### src/rtl/load_store_unit.sv
// load_store_unit: MEM-stage load/store initiator onto a req/gnt/rvalid
// word bus. Aligns byte lanes, builds byte enables, splits word-crossing
// accesses into two beats and sign/zero-extends load data.
// Ports: clk, rst (sync, active-high); lsu_* pipeline side (valid, we,
// addr, wdata, funct3 in; stall, done, rdata, err out); mem_* bus side
// (req, we, addr, wdata, be out; gnt, rvalid, rdata in).
// Build option: MISALIGN_TRAP_EN makes word-crossing ops fail with err
// instead of being split into two beats.
module load_store_unit #(
  parameter int ADDR_WIDTH = 32,
  parameter int MAX_WAIT   = 255
) (
  input  logic                  clk,
  input  logic                  rst,
  input  logic                  lsu_valid,
  input  logic                  lsu_we,
  input  logic [ADDR_WIDTH-1:0] lsu_addr,
  input  logic [31:0]           lsu_wdata,
  input  logic [2:0]            lsu_funct3,
  output logic                  lsu_stall,
  output logic                  lsu_done,
  output logic [31:0]           lsu_rdata,
  output logic                  lsu_err,
  output logic                  mem_req,
  output logic                  mem_we,
  output logic [ADDR_WIDTH-1:0] mem_addr,
  output logic [31:0]           mem_wdata,
  output logic [3:0]            mem_be,
  input  logic                  mem_gnt,
  input  logic                  mem_rvalid,
  input  logic [31:0]           mem_rdata
);

  localparam int CW = $clog2(MAX_WAIT + 1) + 1;

  typedef enum logic [2:0] {
    IDLE, REQ0, WAIT0, REQ1, WAIT1, DONE
  } state_e;

  state_e                state_q, state_d;
  logic                  we_q, we_d;
  logic [2:0]            f3_q, f3_d;
  logic [1:0]            off_q, off_d;
  logic [ADDR_WIDTH-1:0] base_q, base_d;
  logic [7:0]            be_q, be_d;
  logic [63:0]           wd_q, wd_d;
  logic [31:0]           rd0_q, rd0_d;
  logic [CW-1:0]         cnt_q, cnt_d;
  logic [31:0]           rdata_q, rdata_d;
  logic                  err_q, err_d;

  logic        legal;
  logic [3:0]  base_m;
  logic [7:0]  mask8;
  logic [63:0] data64;
  logic        split;
  logic        beat1;
  logic        timeout;

  function automatic logic [31:0] extend(
    input logic [63:0] r64,
    input logic [1:0]  off,
    input logic [2:0]  f3
  );
    logic [31:0] r;
    r = 32'(r64 >> {off, 3'b000});
    unique case (f3)
      3'b000:  extend = {{24{r[7]}}, r[7:0]};
      3'b001:  extend = {{16{r[15]}}, r[15:0]};
      3'b100:  extend = {24'b0, r[7:0]};
      3'b101:  extend = {16'b0, r[15:0]};
      default: extend = r;
    endcase
  endfunction

  // Size decode and lane placement of the op offered in IDLE
  always_comb begin
    legal  = 1'b0;
    base_m = 4'b0000;
    unique case (lsu_funct3)
      3'b000: begin legal = 1'b1;    base_m = 4'b0001; end
      3'b001: begin legal = 1'b1;    base_m = 4'b0011; end
      3'b010: begin legal = 1'b1;    base_m = 4'b1111; end
      3'b100: begin legal = !lsu_we; base_m = 4'b0001; end
      3'b101: begin legal = !lsu_we; base_m = 4'b0011; end
      default: ;
    endcase
    mask8  = {4'b0000, base_m} << lsu_addr[1:0];
    data64 = {32'b0, lsu_wdata} << {lsu_addr[1:0], 3'b000};
  end

  always_comb begin
    state_d   = state_q;
    we_d      = we_q;
    f3_d      = f3_q;
    off_d     = off_q;
    base_d    = base_q;
    be_d      = be_q;
    wd_d      = wd_q;
    rd0_d     = rd0_q;
    cnt_d     = cnt_q;
    rdata_d   = rdata_q;
    err_d     = err_q;
    mem_req   = 1'b0;
    mem_we    = 1'b0;
    mem_addr  = '0;
    mem_wdata = '0;
    mem_be    = '0;
    lsu_done  = 1'b0;
    lsu_rdata = '0;
    lsu_err   = 1'b0;
    lsu_stall = 1'b0;
    split     = |be_q[7:4];
    beat1     = (state_q == REQ1) || (state_q == WAIT1);
    // >= so a grant on the last allowed cycle still times out in WAIT
    timeout   = cnt_q >= CW'(MAX_WAIT - 1);

    unique case (state_q)
      IDLE: begin
        lsu_stall = lsu_valid;
        cnt_d     = '0;
        if (lsu_valid) begin
          we_d    = lsu_we;
          f3_d    = lsu_funct3;
          off_d   = lsu_addr[1:0];
          base_d  = {lsu_addr[ADDR_WIDTH-1:2], 2'b00};
          be_d    = mask8;
          wd_d    = data64;
          rdata_d = '0;
          err_d   = 1'b0;
          if (!legal) begin
            err_d   = 1'b1;
            state_d = DONE;
          end
`ifdef MISALIGN_TRAP_EN
          else if (|mask8[7:4]) begin
            err_d   = 1'b1;
            state_d = DONE;
          end
`endif
          else begin
            state_d = REQ0;
          end
        end
      end
      REQ0, REQ1: begin
        lsu_stall = 1'b1;
        mem_req   = 1'b1;
        mem_we    = we_q;
        mem_addr  = beat1 ? base_q + ADDR_WIDTH'(4) : base_q;
        mem_be    = beat1 ? be_q[7:4] : be_q[3:0];
        mem_wdata = beat1 ? wd_q[63:32] : wd_q[31:0];
        cnt_d     = cnt_q + CW'(1);
        if (mem_gnt) begin
          if (!we_q) begin
            state_d = beat1 ? WAIT1 : WAIT0;
          end else if (!beat1 && split) begin
            state_d = REQ1;
            cnt_d   = '0;
          end else begin
            state_d = DONE;
          end
        end else if (timeout) begin
          state_d = DONE;
          err_d   = 1'b1;
          rdata_d = '0;
        end
      end
      WAIT0, WAIT1: begin
        lsu_stall = 1'b1;
        cnt_d     = cnt_q + CW'(1);
        if (mem_rvalid) begin
          if (!beat1 && split) begin
            rd0_d   = mem_rdata;
            state_d = REQ1;
            cnt_d   = '0;
          end else begin
            rdata_d = extend(beat1 ? {mem_rdata, rd0_q}
                                   : {32'b0, mem_rdata},
                             off_q, f3_q);
            state_d = DONE;
          end
        end else if (timeout) begin
          state_d = DONE;
          err_d   = 1'b1;
          rdata_d = '0;
        end
      end
      DONE: begin
        lsu_done  = 1'b1;
        lsu_rdata = rdata_q;
        lsu_err   = err_q;
        state_d   = IDLE;
      end
      default: state_d = IDLE;
    endcase
  end

  always_ff @(posedge clk) begin
    if (rst) begin
      state_q <= IDLE;
      we_q    <= 1'b0;
      f3_q    <= '0;
      off_q   <= '0;
      base_q  <= '0;
      be_q    <= '0;
      wd_q    <= '0;
      rd0_q   <= '0;
      cnt_q   <= '0;
      rdata_q <= '0;
      err_q   <= 1'b0;
    end else begin
      state_q <= state_d;
      we_q    <= we_d;
      f3_q    <= f3_d;
      off_q   <= off_d;
      base_q  <= base_d;
      be_q    <= be_d;
      wd_q    <= wd_d;
      rd0_q   <= rd0_d;
      cnt_q   <= cnt_d;
      rdata_q <= rdata_d;
      err_q   <= err_d;
    end
  end

endmodule

### config.mk
export PLATFORM = sky130hd
export DESIGN_NAME = load_store_unit
export DESIGN_NICKNAME = d
export VERILOG_FILES = /design/src/rtl/load_store_unit.sv
export SDC_FILE = /design/constraint.sdc
export NUM_CORES = 1
export LEC_CHECK = 0
export CORE_ASPECT_RATIO = 1.5
export CORE_MARGIN = 5
export CORE_UTILIZATION = 52
export DETAILED_ROUTE_END_ITERATION = 7
export GPL_ROUTABILITY_DRIVEN = 0
export PLACE_DENSITY = 0.81
export SLEW_MARGIN = 20
export SYNTH_ARGS = -nofsm -noshare
export SYNTH_HDL_FRONTEND = slang
export SYNTH_SLANG_ARGS = --single-unit
export TNS_END_PERCENT = 50
### constraint.sdc
create_clock -name clk -period 3.3 [get_ports clk]
set_input_delay 0.66 -clock clk [delete_from_list [all_inputs] [get_ports clk]]
set_output_delay 0.66 -clock clk [all_outputs]
set_load 0.05 [all_outputs]
==> results.ini <==
[grt]
grt_usage=0.283
antenna_found_initial=0
grt_pass1_vias=9524
grt_overflow=0
grt_pass1_wl_mm=49.0
grt_max_degree=80

[synthesis]
synth_area_leaders=dfxtp_1 36%, nand2_1 9.1%, a21oi_1 7.1%, mux2i_1 6.3%, nor2_1 4.2%
synth_largest_area_cell=dfxtp_1
ys_warn_count=0
netlist.area_leader.share=0.359
ys.flop_type=dfxtp_1
ys_seq_area_frac=0.359
yosys_register_bits=176
syn_area_mm2=0.00982
syn_avg_cell_area_um2=7.77
yosysUniqueCellTypes=68
synth_edf_count=0
async_reset_ff_frac=0
synth_cells=1264

[critical_path]
endpoint_kind=output port
cpMostUsedCell=nor2_1
worst_ep_required_time_ps=2640
crit_path_max_incr_delay_ps=360
startpoint_type=flop
crit_fanout=11
setup.worst_path.class=flop to output port
path_delay_family=simple AND/OR/NAND/NOR gates
crit_slowest_cell=dfxtp_2
worstPathArrival_ps=2510
worstPathCellList=o21ai_4 -> nand4_1 -> buf_4 -> nor2_1 -> nand3_1 -> xor2_1 -> nor2_1 -> buf_12
crit_buf_inv=2

[floorplanning]
die-area_mm2=0.0218
fp.dieW_um=122
rows=61
design.portCount=210
initial_core_util=0.529
die_h_um=178
core_mm2=0.0185

[timing]
fin_crit_ps=3170
fmax_mhz=316
whs_ps=453
tightest_slew_ps=989
final_hold_viol_count=0
slew_violations=0
setup_violations=0
relSlewSlack=0.336
fin_skew_ps=10.5
fin_crit_sh=0.960

[layout]
multi_input_area_mm2=0.00587
fill_cells=1391
syn2layout_area_growth_pct=36.9
antenna_cells=0
final_common_cell=nand2_1
area.sequential_mm2=0.00353
layout.nets=1537
layout-drive-gt1-share=0.163
final_cell_mix=237 x nand2_1, 174 x dfxtp_1, 140 x a21oi_1
final_util=0.725

[run_status]
status=complete, no violations

[detailed_routing]
postRouteAntennaNets=0
dr.pass1.iters=6
routedWlPerCell_um=18.3
drt_iter0_markers=880
num_vias=10000
vias_per_cell=5.93
drt_wl_total_mm=31.1
route.detailed.drc=0

[placed_design]
io_buffers=207
hpwl_mm=22.6

[clock_tree]
clk_pin_slew_worst_paths_ps=70
cts_made_buffers=17
clock_sinks=176
h-tree-depth=4
cts-root-buf=clkbuf_16
cts_tree=built
clock_path_buffers=2
clk_latency_ps=440

[power_and_ir_drop]
vdd_drop_max_mv=0.334
leakage_uw=0.00499
powerDensity_mw_per_mm2=500

[min_path]
min_path_type=flop to flop

[run]
drv_cap=0

-- cells in the mapped netlist, types with 8 or more instances --
library cell / count
inv_1: 9
clkbuf_1: 79
and3_1: 14
and2_1: 51
o21ai_0: 19
xor2_1: 27
mux2_2: 26
buf_1: 11
a211oi_1: 13
o211ai_1: 20
a22o_1: 11
a311oi_1: 13
dfxtp_1: 176
nor3_1: 31
mux2i_1: 62
o21a_1: 8
nand3_1: 51
a21oi_1: 140
nand4_1: 15
a221oi_1: 9
nand2_1: 239
xnor2_1: 9
mux4_2: 8
nand2b_1: 10
nor2_1: 111
buf_2: 8
-- layer usage --
layer | part of all wire | up-vias | GRT usage
met3 | 0.069 | 109 | 0.0625
li1 | - | 4782 | -
met4 | 0.051 | 0 | 0.140
met5 | 0 | - | 0
met1 | 0.36 | 4703 | 0.317
met2 | 0.52 | 448 | 0.501
-- final cells by class --
class,instances,area share
Sequential cell,176,0.262
Clock inverter,15,0.0127
Tap cell,252,0.0235
Clock buffer,17,0.0317
Timing Repair Buffer,249,0.230
Multi-Input combinational cell,974,0.437
Inverter,11,0.00307
-- final timing paths --
kind	startpoint	endpoint	slack, ps	cells past startpoint
worst min-delay path	wd_q[52]	wd_q[52]	450	2
worst min register to register	wd_q[52]	wd_q[52]	450	2
worst max-delay path	state_q[1]	mem_addr[14]	130	8
worst max register to register	state_q[0]	rdata_q[19]	580	8
-- cells by family after synthesis --
| kind of cell | Yosys count | share of synthesized area |
|---|---|---|
| other | 1 | 0.000382 |
| buffers and inverters | 115 | 0.0474 |
| muxes | 96 | 0.111 |
| DFF | 176 | 0.359 |
| adders and majority gates | 4 | 0.00484 |
| xor gates and xnor gates | 36 | 0.0321 |
| and+or+nand+nor | 549 | 0.254 |
| AOI/OAI and AO/OA | 287 | 0.191 |
-- stage by stage --
| step | setup TNS [ps] | instances | cell area [um2] | setup WS, ps | power (uW) |
|---|---|---|---|---|---|
| 3_3_place_gp | 0 | 1658 | 12800 | 397 | 4650 |
| 4_1_cts | 0 | 1690 | 13400 | 44.9 | 6710 |
| 3_5_place_dp | 0 | 1658 | 12800 | 333 | 4680 |
| 2_1_floorplan | 0 | 1265 | 9820 | 124 | 3900 |
| 6_report | 0 | 1694 | 13400 | 132 | 6720 |
| 5_1_grt | -37.4 | 1694 | 13400 | -37.4 | 7030 |
-- timing repair --
item / 4_1_cts / 5_1_grt
buffers inserted: 0 / 4
endpoints found under the setup margin: 4 / 12
hold buffers: 0 / 0
gates resized for setup: 1 / 6
pin swaps: 0 / 7
-- registers in the layout, summed over array words and instances (netlist names), 3 cells and up --
signal   count
rdata_q     32
f3_q         3
wd_q        56
rd0_q       32
base_q      30
cnt_q        9
be_q         7
state_q      3
-- power breakdown --
group / total, uW / internal (uW) / switching, uW
Sequential: 2460 / 2320 / 148
Clock: 2050 / 1080 / 962
Combinational: 2210 / 858 / 1350
-- worst register-to-register path, delay by kind of cell (launching register included) --
family | cells | cell delay [ps]
flip-flops | 1 | 350
AND/OR/NAND/NOR | 4 | 1330
buffers and inverters | 2 | 480
AO/OA/AOI/OAI | 2 | 520
Note: power is estimated with default switching activity, not from simulation.
